File: config.mk
export PLATFORM = sky130hd
export DESIGN_NAME = fp_div_sqrt_issue_unit
export DESIGN_NICKNAME = d
export VERILOG_FILES = /design/src/rtl/fp_div_sqrt_issue_unit.sv
export SDC_FILE = /design/constraint.sdc
export NUM_CORES = 1
export LEC_CHECK = 0
export CORE_MARGIN = 4
export CORE_UTILIZATION = 40
export CTS_CLUSTER_SIZE = 24
export DETAILED_ROUTE_END_ITERATION = 8
export MAX_ROUTING_LAYER = met4
export PLACE_DENSITY_LB_ADDON = 0.2
export SLEW_MARGIN = 10
export SYNTH_ARGS = -nofsm -noshare
export SYNTH_HDL_FRONTEND = slang
export SYNTH_SLANG_ARGS = --single-unit
File: constraint.sdc
create_clock -name clk -period 3.25 [get_ports clk]
set_input_delay 0.65 -clock clk [delete_from_list [all_inputs] [get_ports clk]]
set_output_delay 0.65 -clock clk [all_outputs]
set_load 0.1 [all_outputs]
File: src/rtl/fp_div_sqrt_issue_unit.sv
// Issue front-end for the FP32 iterative divide/sqrt unit: in-order op queue,
// single-op-in-flight req/finished handshake, tagged valid/ready result port, flush.
module fp_div_sqrt_issue_unit #(
  parameter int unsigned QUEUE_DEPTH = 4,
  parameter int unsigned TAG_WIDTH   = 6
) (
  input  logic                 clk,
  input  logic                 rst,
  input  logic                 in_valid,
  output logic                 in_ready,
  input  logic [31:0]          in_lhs,
  input  logic [31:0]          in_rhs,
  input  logic                 in_is_divide,
  input  logic [TAG_WIDTH-1:0] in_tag,
  input  logic                 flush,
  output logic                 out_valid,
  input  logic                 out_ready,
  output logic [31:0]          out_result,
  output logic [TAG_WIDTH-1:0] out_tag,
  output logic                 dsq_req,
  output logic [31:0]          dsq_lhs,
  output logic [31:0]          dsq_rhs,
  output logic                 dsq_is_divide,
  input  logic                 dsq_finished,
  input  logic [31:0]          dsq_result,
  output logic                 busy
);

  localparam int unsigned PTR_W = (QUEUE_DEPTH > 1) ? $clog2(QUEUE_DEPTH) : 1;
  localparam int unsigned CNT_W = PTR_W + 1;

  typedef enum logic [1:0] {
    S_IDLE,
    S_BUSY,
    S_DONE
  } state_t;

  state_t state_q, state_d;

  logic [31:0]          q_lhs [QUEUE_DEPTH];
  logic [31:0]          q_rhs [QUEUE_DEPTH];
  logic                 q_div [QUEUE_DEPTH];
  logic [TAG_WIDTH-1:0] q_tag [QUEUE_DEPTH];

  logic [PTR_W-1:0]     rd_ptr, wr_ptr;
  logic [CNT_W-1:0]     count;
  logic                 push, pop, not_empty, can_issue;

  logic                 killed_q, killed_d;
  logic [TAG_WIDTH-1:0] cur_tag_q, cur_tag_d;
  logic                 out_valid_q, out_valid_d;
  logic [31:0]          out_result_q, out_result_d;
  logic [TAG_WIDTH-1:0] out_tag_q, out_tag_d;

  assign not_empty = (count != '0);
  assign in_ready  = (count < CNT_W'(QUEUE_DEPTH)) && !flush;
  assign push      = in_valid && in_ready;
  assign can_issue = not_empty && dsq_finished && !flush;

  assign dsq_lhs       = q_lhs[rd_ptr];
  assign dsq_rhs       = q_rhs[rd_ptr];
  assign dsq_is_divide = q_div[rd_ptr];

  assign out_valid  = out_valid_q;
  assign out_result = out_result_q;
  assign out_tag    = out_tag_q;
  assign busy       = not_empty || (state_q != S_IDLE);

  always_ff @(posedge clk or negedge rst) begin
    if (!rst) begin
      rd_ptr <= '0;
      wr_ptr <= '0;
      count  <= '0;
      for (int unsigned i = 0; i < QUEUE_DEPTH; i++) begin
        q_lhs[i] <= '0;
        q_rhs[i] <= '0;
        q_div[i] <= 1'b0;
        q_tag[i] <= '0;
      end
    end else if (flush) begin
      rd_ptr <= '0;
      wr_ptr <= '0;
      count  <= '0;
    end else begin
      if (push) begin
        q_lhs[wr_ptr] <= in_lhs;
        q_rhs[wr_ptr] <= in_rhs;
        q_div[wr_ptr] <= in_is_divide;
        q_tag[wr_ptr] <= in_tag;
        wr_ptr        <= wr_ptr + 1'b1;
      end
      if (pop) rd_ptr <= rd_ptr + 1'b1;
      count <= count + CNT_W'(push) - CNT_W'(pop);
    end
  end

  always_ff @(posedge clk or negedge rst) begin
    if (!rst) begin
      state_q      <= S_IDLE;
      killed_q     <= 1'b0;
      cur_tag_q    <= '0;
      out_valid_q  <= 1'b0;
      out_result_q <= '0;
      out_tag_q    <= '0;
    end else begin
      state_q      <= state_d;
      killed_q     <= killed_d;
      cur_tag_q    <= cur_tag_d;
      out_valid_q  <= out_valid_d;
      out_result_q <= out_result_d;
      out_tag_q    <= out_tag_d;
    end
  end

  always_comb begin
    state_d      = state_q;
    killed_d     = killed_q;
    cur_tag_d    = cur_tag_q;
    out_valid_d  = out_valid_q;
    out_result_d = out_result_q;
    out_tag_d    = out_tag_q;
    pop          = 1'b0;
    dsq_req      = 1'b0;

    unique case (state_q)
      S_IDLE: begin
        if (can_issue) begin
          dsq_req   = 1'b1;
          pop       = 1'b1;
          cur_tag_d = q_tag[rd_ptr];
          state_d   = S_BUSY;
        end
      end
      S_BUSY: begin
        // The unit cannot be aborted: a flushed op is only marked, and its result dropped later.
        if (dsq_finished) begin
          if (killed_q || flush) begin
            killed_d = 1'b0;
            state_d  = S_IDLE;
          end else begin
            out_result_d = dsq_result;
            out_tag_d    = cur_tag_q;
            out_valid_d  = 1'b1;
            state_d      = S_DONE;
          end
        end else if (flush) begin
          killed_d = 1'b1;
        end
      end
      S_DONE: begin
        if (flush) begin
          out_valid_d = 1'b0;
          state_d     = S_IDLE;
        end else if (out_ready) begin
          out_valid_d = 1'b0;
          if (can_issue) begin
            dsq_req   = 1'b1;
            pop       = 1'b1;
            cur_tag_d = q_tag[rd_ptr];
            state_d   = S_BUSY;
          end else begin
            state_d = S_IDLE;
          end
        end
      end
      default: state_d = S_IDLE;
    endcase
  end

endmodule
==> run_summary.xml <==
<?xml version="1.0" encoding="UTF-8"?>
<metrics>
  <group name="sta">
    <metric name="worst_slack" unit="ns">0.277</metric>
    <metric name="max-slew-margin-rel" unit="">0.570</metric>
    <metric name="hold-worst-slack" unit="ns">0.112</metric>
    <metric name="fin_crit_sh" unit="">0.915</metric>
    <metric name="rsz_0062_raised_after_global_routing" unit="">no</metric>
    <metric name="timing.final.crit_period" unit="ns">2.97</metric>
    <metric name="tns" unit="ns">0</metric>
    <metric name="final_hold_viol_count" unit="">0</metric>
    <metric name="fmax" unit="MHz">336</metric>
    <metric name="final-setup-viol-count" unit="">0</metric>
    <metric name="max_slew.worst_pin.slew" unit="ns">0.646</metric>
    <metric name="slew_viol_final" unit="">0</metric>
    <metric name="final.setup_skew" unit="ns">0.0134</metric>
  </group>
  <group name="run">
    <metric name="max_cap_viol_count" unit="">0</metric>
  </group>
  <group name="logic_synthesis">
    <metric name="synth_area_leader_cell" unit="">dfrtp_1</metric>
    <metric name="synth_common_cells" unit="">339 x dfrtp_1, 280 x mux2_4, 71 x mux4_2</metric>
    <metric name="synth_top_area_share" unit="">0.531</metric>
    <metric name="ys_async_sr_fraction" unit="">1.00</metric>
    <metric name="syn-instance-count" unit="">848</metric>
    <metric name="syn-cell-area" unit="um^2">16000</metric>
    <metric name="dominant_synthesized_flop_cell" unit="">dfrtp_1</metric>
    <metric name="synth.ff_latch_count" unit="">339</metric>
    <metric name="avg_inst_size_synth" unit="um^2">18.9</metric>
    <metric name="synth_enable_flop_cells" unit="">0</metric>
    <metric name="netlist_top_cells_area" unit="">dfrtp_1 53%, mux2_4 26%, mux4_2 10%</metric>
    <metric name="syn_nets" unit="">964</metric>
    <metric name="yosysWarnings" unit="">0</metric>
    <metric name="synthMostInstantiatedCell" unit="">dfrtp_1</metric>
    <metric name="register_area_share_after_synthesis" unit="">0.531</metric>
    <metric name="synth.distinct_cells" unit="">34</metric>
  </group>
  <group name="floorplanning">
    <metric name="core_area" unit="um^2">39100</metric>
    <metric name="chipWidth" unit="um">208</metric>
    <metric name="ios" unit="">216</metric>
    <metric name="num_rows" unit="">72</metric>
    <metric name="floorplan.die_area" unit="um^2">43200</metric>
    <metric name="die_h" unit="um">208</metric>
    <metric name="starting_density" unit="">0.409</metric>
  </group>
  <group name="placed_design">
    <metric name="buffer_ports.inserted" unit="">215</metric>
    <metric name="finalWeightedCongestion" unit="">0.735</metric>
    <metric name="post_detailed_placement_half_perimeter_wirelength" unit="um">21600</metric>
    <metric name="dpl_worst_slack" unit="ns">0.243</metric>
  </group>
  <group name="route">
    <metric name="dr_iter_0_viols" unit="">351</metric>
    <metric name="wl_per_cell" unit="um">21.1</metric>
    <metric name="totalWireLength" unit="um">34300</metric>
    <metric name="detailedRoute.firstPassIterationCount" unit="">4</metric>
    <metric name="ant_nets" unit="">0</metric>
    <metric name="detailroute.via_count" unit="">8053</metric>
    <metric name="sum_of_met2_wire_segment_lengths_after_detailed_routing" unit="um">15700</metric>
    <metric name="drt-met1-wl" unit="um">16100</metric>
    <metric name="routed.top_layer" unit="">met4</metric>
    <metric name="detail_route.vias_per_cell" unit="">4.96</metric>
    <metric name="met3WireLength" unit="um">1750</metric>
    <metric name="drt_drc_violations_left" unit="">0</metric>
  </group>
  <group name="cts">
    <metric name="cts_hold_repair.buffers" unit="">0</metric>
    <metric name="path_clk_slew" unit="ns">0.06</metric>
    <metric name="clk_root_buffer_cell" unit="">clkbuf_16</metric>
    <metric name="postCtsSetupRepairBufs" unit="">0</metric>
    <metric name="cts.sinks" unit="">339</metric>
    <metric name="total_cts_buffers" unit="">39</metric>
    <metric name="tritoncts" unit="">built</metric>
    <metric name="clk_path_buf_depth" unit="">3</metric>
    <metric name="cts_htree_levels" unit="">2</metric>
    <metric name="clk_latency" unit="ns">0.54</metric>
    <metric name="cts-resized-gates" unit="">0</metric>
  </group>
  <group name="global_route">
    <metric name="first_pass_grt_wire_length" unit="um">55400</metric>
    <metric name="grt_use_total" unit="">0.165</metric>
    <metric name="globalRoute.totalOverflow" unit="">0</metric>
    <metric name="grt_pass1_vias" unit="">9191</metric>
    <metric name="antenna_found_initial" unit="">1</metric>
    <metric name="maximum_number_of_pins_on_one_net_before_global_route_repair" unit="">81</metric>
  </group>
  <group name="setup_path">
    <metric name="r2r_end" unit="">count[2]</metric>
    <metric name="r2r.worst_path.cells" unit="">11</metric>
    <metric name="cp-end-kind" unit="">output pin</metric>
    <metric name="critical_path_fanouts_max" unit="">23</metric>
    <metric name="worst_setup_path_startpoint" unit="">rd_ptr[0]</metric>
    <metric name="timing.reg2reg.setup_slack" unit="ns">0.81</metric>
    <metric name="crit_end" unit="">dsq_lhs[2]</metric>
    <metric name="setup_crit_path_kind" unit="">reg2out</metric>
    <metric name="rr_startpoint" unit="">count[1]</metric>
    <metric name="cp_data_required_time" unit="ns">2.60</metric>
    <metric name="startpoint_type" unit="">register</metric>
    <metric name="cp.arrival" unit="ns">2.32</metric>
  </group>
  <group name="finish">
    <metric name="drive_gt1_frac" unit="">0.507</metric>
    <metric name="areaGrowthSynthToFinish" unit="%">24.7</metric>
    <metric name="fin_nets" unit="">1197</metric>
  </group>
  <group name="worst_hold_path">
    <metric name="hp-class" unit="">in2async</metric>
  </group>
  <group name="run_status">
    <metric name="run_status" unit="">finished, final reports clean</metric>
  </group>
</metrics>
flip-flops by register name, indices dropped and copies added (netlist names):
signal / flops
cur_tag_q: 6
killed_q: 1
q_div: 4
state_q: 2
wr_ptr: 2
out_tag: 6
count: 3
out_result: 32
q_lhs: 128
rd_ptr: 2
q_rhs: 128
out_valid: 1
q_tag: 24
how the worst min path moves through the flow:
stage,startpoint,to,depth (start not counted)
6_report,rst,q_lhs[53],1
5_1_grt,rst,q_lhs[117],1
4_1_cts,rst,q_lhs[117],1
3_5_place_dp,cur_tag_q[4],out_tag[4],1
3_3_place_gp,q_lhs[32],q_lhs[32],1
2_1_floorplan,rst,count[0],0
kinds of logic after synthesis:
logic type,synth area share
mux,0.399
flops,0.531
buf+inv,0.0495
simple gates,0.0121
fa+ha+maj,0.00595
compound gates,0.00211
xor+xnor,0.00110
cells in the final DEF, fill, tap and decap left out, types with 2 or more instances in the layout:
| cell | instances |
|---|---|
| dfrtp_1 | 337 |
| mux2_4 | 280 |
| clkdlybuf4s50_1 | 107 |
| buf_4 | 81 |
| mux4_2 | 71 |
| buf_12 | 57 |
| mux2_1 | 47 |
| clkbuf_16 | 39 |
| clkinv_2 | 11 |
| nor2_1 | 8 |
| inv_1 | 7 |
| clkbuf_1 | 7 |
| ha_1 | 6 |
| and2_4 | 4 |
| a21oi_1 | 4 |
| nand2_1 | 3 |
| mux2i_1 | 3 |
| bufinv_16 | 3 |
| clkbuf_8 | 3 |
| or3_1 | 2 |
| nand2b_1 | 2 |
| nand3_2 | 2 |
| nor2b_1 | 2 |
| and2b_1 | 2 |
| dfrtp_4 | 2 |
routing by layer:
metal	GRT usage	up-vias
met5	-	-
met4	0.0394	0
met3	0.0398	51
met2	0.246	180
met1	0.231	4246
li1	-	3576
critical path: stages (launching register included):
cell and delay [ns]:
dfrtp_4 0.68, buf_12 0.29, mux4_2 0.54, buf_4 0.26
area by class of cell:
cell class                 instances  area, um^2
sequential                       339        8490
antenna                            1        2.50
multi-input combinational        447        6720
timing repair buffer             246        2840
clock buffer                      49        1040
fill                            3234       19200
tap                              518         648
clock inverter                    17         170
inverter                           8        30.0
per-stage QoR:
| stage | cells | instance area, um^2 | utilization |
|---|---|---|---|
| 2_1_floorplan | 848 | 16000 | - |
| 3_3_place_gp | 1558 | 18700 | 0.479 |
| 3_5_place_dp | 1558 | 18700 | 0.479 |
| 4_1_cts | 1624 | 19900 | 0.510 |
| 5_1_grt | 1625 | 19900 | 0.510 |
| 6_report | 1625 | 19900 | 0.510 |
Power is left out: the tool's default activity adds up to more than one toggle a clock period on the data nets, which glitch-free logic cannot reach.
